File: src/rtl/uart_rx.sv
// 8N1 UART receiver: oversamples s_in with clk, recovers bytes LSB first,
// and hands them out on a valid/ready holding register with error pulses.
module uart_rx #(
    parameter int CLKS_PER_BIT = 434
) (
    input  logic       clk,
    input  logic       rst,
    input  logic       s_in,
    output logic [7:0] rx_data,
    output logic       rx_valid,
    input  logic       rx_ready,
    output logic       framing_err,
    output logic       overrun,
    output logic       busy
);

    localparam int HALF = CLKS_PER_BIT / 2;
    localparam int CW   = $clog2(CLKS_PER_BIT);

    localparam logic [CW-1:0] HALF_M1 = CW'(HALF - 1);
    localparam logic [CW-1:0] FULL_M1 = CW'(CLKS_PER_BIT - 1);

    typedef enum logic [2:0] {
        S_ARM,
        S_IDLE,
        S_START,
        S_DATA,
        S_STOP
    } state_t;

    state_t          state_q, state_d;
    logic [CW-1:0]   cnt_q, cnt_d;
    logic [2:0]      bit_idx_q, bit_idx_d;
    logic [7:0]      shift_q, shift_d;
    logic [7:0]      data_q, data_d;
    logic            valid_q, valid_d;
    logic            ferr_q, ferr_d;
    logic            ovr_q, ovr_d;
    logic            busy_q, busy_d;
    logic            meta_q;
    logic            sync_q;
    logic            deliver;

    // Two-flop synchronizer; idles high so reset never looks like a start bit
    always_ff @(posedge clk or negedge rst) begin
        if (!rst) begin
            meta_q <= 1'b1;
            sync_q <= 1'b1;
        end else begin
            meta_q <= s_in;
            sync_q <= meta_q;
        end
    end

    // FSM, bit timing, shift register and holding register state
    always_ff @(posedge clk or negedge rst) begin
        if (!rst) begin
            state_q   <= S_ARM;
            cnt_q     <= '0;
            bit_idx_q <= '0;
            shift_q   <= '0;
            data_q    <= '0;
            valid_q   <= 1'b0;
            ferr_q    <= 1'b0;
            ovr_q     <= 1'b0;
            busy_q    <= 1'b0;
        end else begin
            state_q   <= state_d;
            cnt_q     <= cnt_d;
            bit_idx_q <= bit_idx_d;
            shift_q   <= shift_d;
            data_q    <= data_d;
            valid_q   <= valid_d;
            ferr_q    <= ferr_d;
            ovr_q     <= ovr_d;
            busy_q    <= busy_d;
        end
    end

    // Next-state: sample points, byte assembly and delivery decisions
    always_comb begin
        state_d   = state_q;
        cnt_d     = cnt_q + CW'(1);
        bit_idx_d = bit_idx_q;
        shift_d   = shift_q;
        data_d    = data_q;
        valid_d   = valid_q;
        ferr_d    = 1'b0;
        ovr_d     = 1'b0;
        deliver   = 1'b0;

        // A handshake frees the holding register; a delivery below
        // in the same cycle reloads it.
        if (valid_q && rx_ready) begin
            valid_d = 1'b0;
        end

        unique case (state_q)
            S_ARM: begin
                cnt_d = '0;
                if (sync_q) begin
                    state_d = S_IDLE;
                end
            end
            S_IDLE: begin
                cnt_d = '0;
                if (!sync_q) begin
                    state_d = S_START;
                end
            end
            S_START: begin
                if (cnt_q == HALF_M1) begin
                    cnt_d = '0;
                    if (!sync_q) begin
                        state_d   = S_DATA;
                        bit_idx_d = '0;
                    end else begin
                        state_d = S_IDLE;
                    end
                end
            end
            S_DATA: begin
                if (cnt_q == FULL_M1) begin
                    cnt_d            = '0;
                    shift_d[bit_idx_q] = sync_q;
                    bit_idx_d        = bit_idx_q + 3'd1;
                    if (bit_idx_q == 3'd7) begin
                        state_d = S_STOP;
                    end
                end
            end
            S_STOP: begin
                if (cnt_q == FULL_M1) begin
                    cnt_d = '0;
                    if (sync_q) begin
                        deliver = 1'b1;
                        state_d = S_IDLE;
                    end else begin
                        // Line still low: wait for it to go high again
                        // before hunting for the next start bit.
                        ferr_d  = 1'b1;
                        state_d = S_ARM;
                    end
                end
            end
            default: begin
                state_d = S_ARM;
                cnt_d   = '0;
            end
        endcase

        if (deliver) begin
            if (!valid_q || rx_ready) begin
                data_d  = shift_q;
                valid_d = 1'b1;
            end else begin
                ovr_d = 1'b1;
            end
        end
    end

    // Registered busy so it reads 0 while reset holds the FSM in ARM
    always_comb begin
        busy_d = (state_d != S_IDLE);
    end

    assign rx_data     = data_q;
    assign rx_valid    = valid_q;
    assign framing_err = ferr_q;
    assign overrun     = ovr_q;
    assign busy        = busy_q;

endmodule

File: config.mk
export PLATFORM = sky130hd
export DESIGN_NAME = uart_rx
export DESIGN_NICKNAME = d
export VERILOG_FILES = /design/src/rtl/uart_rx.sv
export SDC_FILE = /design/constraint.sdc
export NUM_CORES = 1
export LEC_CHECK = 0
export CORE_AREA = 2 2 59 61
export CTS_CLUSTER_DIAMETER = 200
export CTS_CLUSTER_SIZE = 14
export DETAILED_ROUTE_END_ITERATION = 16
export DIE_AREA = 0 0 61 63
export DONT_BUFFER_PORTS = 1
export GPL_TIMING_DRIVEN = 0
export PLACE_DENSITY_LB_ADDON = 0.12
export SYNTH_ARGS = -nofsm -noshare
export SYNTH_HDL_FRONTEND = slang
export SYNTH_SLANG_ARGS = --single-unit
File: constraint.sdc
create_clock -name clk -period 2.2 [get_ports clk]
set_clock_uncertainty 0.15 [all_clocks]
set_input_delay 0.44 -clock clk [delete_from_list [all_inputs] [get_ports clk]]
set_output_delay 0.44 -clock clk [all_outputs]
set_load 0.005 [all_outputs]
Word-level counts from Yosys, hierarchy flattened
Cells that the tools add are included.
{"block": "op_classes", "n_reduce_logical": 10, "order_cmp": 2, "eq_ne": 11, "n_addsub": 2, "mux": 30}
{"op": "3-bit 2-to-1 mux", "count": 9}
{"op": "9-bit 2-to-1 mux", "count": 2}
{"op": "9-bit one-hot mux with 2 select lines", "count": 1}
{"op": "3-bit one-hot mux with 5 select lines", "count": 1}
{"op": "1-bit 2-to-1 mux", "count": 13}
{"op": "9-bit by 1-bit adder with 9-bit output, second input constant", "count": 1}
{"op": "9-bit by 8-bit equality test with 1-bit output, second input constant", "count": 1}
{"op": "9-bit equality test, second input constant", "count": 1}
{"op": "8-bit bitwise mux", "count": 1}
{"op": "3-bit by 2-bit equality test with 1-bit output, second input constant", "count": 2}
{"op": "3-bit equality test, second input constant", "count": 2}
{"op": "2-bit inequality test, second input constant", "count": 3}
{"op": "3-bit one-hot mux with 2 select lines", "count": 1}
{"op": "3-bit by 4-bit < comparator with 1-bit output, second input constant", "count": 1}
{"op": "2-bit AND reduction", "count": 2}
{"op": "4-bit AND reduction", "count": 1}
{"op": "3-bit by 1-bit adder with 3-bit output, second input constant", "count": 1}
{"op": "1-bit demux with 3-bit select", "count": 1}
{"op": "3-bit by 1-bit equality test with 1-bit output, second input constant", "count": 1}
{"op": "3-bit by 1-bit greater-or-equal comparator with 1-bit output, second input constant", "count": 1}
{"op": "3-bit zero test", "count": 1}
{"op": "3-bit by 1-bit inequality test with 1-bit output, second input constant", "count": 1}
{"op": "1-bit logical AND", "count": 2}
{"op": "2-bit 2-to-1 mux", "count": 1}
{"op": "4 further kinds", "count": 4}
{"block": "totals", "elab_cells": 66, "register_bits": 37, "out_inout_bits": 12, "in_bits": 4}

Depth between registers and ports, before layout
{"block": "depth", "depth_word": 5, "depth_mapped": 8, "mapped_depth_nobuf": 6}

Worst setup path after synthesis
No wires, ideal clock.
{"block": "synth_path", "path_type": "register -> register", "start": "register cnt_q[0]", "end": "register bit_idx_q[0]", "arrival_time_ns": 1.899, "period_less_slack_ns": 2.174, "setup_ns": 0.125, "t_required_ns": 1.925, "stages_incl_launch_ff": 7, "n_path_buf": 0, "slack_ns": 0.026, "path_cell_list": "dfrtp_1 -> inv_1 -> ha_1 -> or4b_1 -> or3_4 -> o31a_2 -> mux2_2"}
{"block": "synth_via", "elab_chain_cells": 3, "word_cells_on_any_way": 5, "classes_between": "eq/ne: 4; reduce/logical: 1"}
{"item": "start, declared", "line": "32", "source": "logic [CW-1:0] cnt_q, cnt_d;"}
{"item": "start signal, assigned", "line": "69", "source": "cnt_q <= cnt_d;"}
{"item": "9-bit equality test or 9-bit by 8-bit equality test with 1-bit output (tied branches)", "line": "123, 112"}
{"item": "2-bit inequality test (no line)"}
{"item": "4-bit AND reduction (no line) (*)"}
{"item": "end signal, assigned", "line": "70", "source": "bit_idx_q <= bit_idx_d;"}
{"item": "end, declared", "line": "33", "source": "logic [2:0] bit_idx_q, bit_idx_d;"}
Every way passes the cells marked *; elsewhere a longest branch is shown, timed or not.
A chain may end at the register's enable or synchronous reset.

Final worst setup path
{"block": "layout_path", "start": "register cnt_q[1]", "end": "register bit_idx_q[0]"}
Same word-level chain as after synthesis.

==> flow_summary.yaml <==
run_status:
  status: "complete, but fails checks"
  violations: "negative setup slack"
power_and_ir_drop:
  p_leak_nw: 0.888
  peakVddDrop_v: 0.000459
  total_power_mw: 1.53
  powerDensity_mw_per_mm2: 776
finish:
  postLayoutCoreUtil: 0.610
  antenna_cells: 0
  instances_no_fill: 201
  layout.nets: 164
  area.sequential_um2: 928
  drive_gt1_frac: 0.316
  fin_area_mm2: 0.00197
  fillerInstances: 273
  syn_to_final_growth_pct: 17.5
  multiInputGateArea_um2: 807
placed_design:
  dp_cells: 186
  portBuffers: 0
  placedInstanceArea_mm2: 0.00173
  hpwl_um: 1860
  gp_congestion: 0.805
setup_path:
  crit_path_max_fanout: 4
  reg2reg_from: "cnt_q[1]"
  crit_path_top_delay_cell: "or4b_4"
  critPathRequiredTime_ps: 2290
  critPathCaptureType: "register"
  critPathLaunchType: "register"
  crit_chain: "inv_2 > ha_1 > or4b_4 > or3_4 > o31a_4 > mux2_4"
  path_class: "register to register"
  critPathLaunch: "cnt_q[1]"
  arrival_ps: 2290
  rr_worst_depth: 6
  max_stage_delay_ps: 440
synth:
  synthCells: 140
  synth-seq-cells: 37
  synthTopCellsByCount: "dfrtp_1, mux2_2, nor2_1"
  yosysMostFrequentCell: "dfrtp_1"
  synth_edf_count: 0
  syn_nets: 149
  synth_largest_area_cell: "dfrtp_1"
  syn_avg_cell_area_um2: 12.0
  synth.area.mux_share: 0.114
  ys_warn_count: 0
  synth_compound_area_frac: 0.0418
  yosysSeqAreaShare: 0.554
  synthXorXnorAreaFrac: 0.0366
  synth.distinct_cells: 37
  yosys.area_share.simple: 0.198
  synth_top_area_share: 0.522
  synth-async-reset-ratio: 1.00
  synth_area_leaders: "dfrtp_1, mux2_2, ha_1"
  synth_top_family_by_area: "simple AND/OR/NAND/NOR gates"
  syn_area_mm2: 0.00168
  ys.flop_type: "dfrtp_1"
  synth_fa_ha_area_frac: 0.0373
floorplan:
  dieArea_mm2: 0.00384
  start_util: 0.519
  ioPinCount: 16
  die_h_um: 63
  placementRows: 21
  fp.dieW_um: 61
  core-area_mm2: 0.00323
clock_network:
  path_clk_slew_ps: 110
  numClockSinks: 37
  cts_made_buffers: 5
  htreeDepth: 2
  clk_latency_ps: 350
  clockBufferDepth: 2
  cts_tree: "done"
  root_buffer: "clkbuf_4"
sta:
  drv_slew: 0
  setup_viol: 1
  fmax_mhz: 454
  worstMarginPinSlew_ps: 422
  finalCritPeriodShare: 1.00
  period_needed_ps: 2200
  worst_slack_ps: -0.957
  rsz0062_at_grt: "yes"
  hold_viol: 0
  relSlewSlack: 0.719
grt:
  grt_pass1_wl_um: 4860
  grt_overflow: 0
  antenna_found_initial: 0
  grt.total_usage: 0.172
  grt_pass1_vias: 1106
  grt_max_degree: 38
routing:
  firstDrtPassIters: 4
  drc: 0
  ant_nets: 0
  via_per_inst: 5.52
  vias: 1109
  totalWireLength_um: 2980
  routedWlPerCell_um: 14.8
  drtIter0Drc: 58
min_path:
  min_from: "rx_ready"
  hp-class: "input pin to register"
  hold_depth: 2
job:
  drv_cap: 0
-- worst paths after layout --
path                            slack [ps]      endpoint
worst max-delay path                    -1  bit_idx_q[0]
worst min-delay path                   140       overrun
worst max register to register          -1  bit_idx_q[0]
max in group asynchronous             1260        meta_q
min in group asynchronous              390  bit_idx_q[0]
worst min register to register         210        sync_q
-- metal layers --
layer,routed length (um),GRT usage,vias to the layer above
met5,0,0,-
met4,71,0.0897,0
met3,99,0.0435,7
met2,1450,0.249,21
met1,1360,0.236,558
li1,-,-,523
-- per-stage QoR --
stage	hold WS, ps	setup WS (ps)	setup TNS, ps
floorplan	-5.59	26.3	0
global placement	-4.84	-132	-541
detailed placement	-4.73	-108	-898
CTS	128	-30.7	-38.3
global route	143	-71.1	-247
finish	135	-0.957	-0.957
-- cell usage in the layout, fill, tap and decap left out, types with 3 or more instances in the layout --
cell      instances
nand3_1           3
clkbuf_4          5
mux2_4            9
buf_4             6
clkbuf_1          3
nor2_1           14
nor3_1            4
nand2_1          12
xnor2_1           5
ha_1              4
mux2_2            8
dfrtp_1          35
-- power by group --
part	switching [mW]	internal (mW)	leakage [nW]	total, mW
Combinational	0.188	0.200	0.360	0.388
Clock	0.216	0.150	0.0303	0.366
Sequential	0.0489	0.727	0.497	0.776
-- flip-flops by register name, summed over array words and instances, names as in the netlist --
| name | count |
|---|---|
| overrun | 1 |
| bit_idx_q | 3 |
| meta_q | 1 |
| state_q | 3 |
| shift_q | 8 |
| rx_valid | 1 |
| busy | 1 |
| framing_err | 1 |
| rx_data | 8 |
| sync_q | 1 |
| cnt_q | 9 |
-- final cells by class --
cell class,count,share of cell area
Tap cell,46,0.0292
Clock inverter,1,0.00381
Timing Repair Buffer,9,0.0432
Sequential cell,37,0.471
Multi-Input combinational cell,95,0.410
Clock buffer,6,0.0260
Inverter,2,0.00381
Buffer,5,0.0133
-- repair_timing --
item                                   4_1_cts  5_1_grt
pin swaps                                    0        3
endpoints found under the hold margin       38        0
resized for setup                            5       16
setup endpoints to repair                   23       26
hold buffers                                 3        0
setup buffers                                4        2
-- worst max-delay path, delay by kind of cell, from the launching register on --
kind / cells / cell delay (ps)
AO/OA/AOI/OAI: 1 / 300
adder cells (fa/ha/maj): 1 / 120
buffers and inverters: 1 / 60
flip-flops: 1 / 400
multiplexers: 1 / 260
AND/OR/NAND/NOR: 2 / 810
-- cells by family (layout without fill, tap and decap cells) --
kind of cell | Yosys count | after routing
simple gates | 58 | 58
flops | 37 | 37
mux | 17 | 17
compound gates | 8 | 8
buf+inv | 8 | 23
xor+xnor | 7 | 7
fa+ha+maj | 5 | 5
No activity file was read; power rests on OpenSTA's default activity.
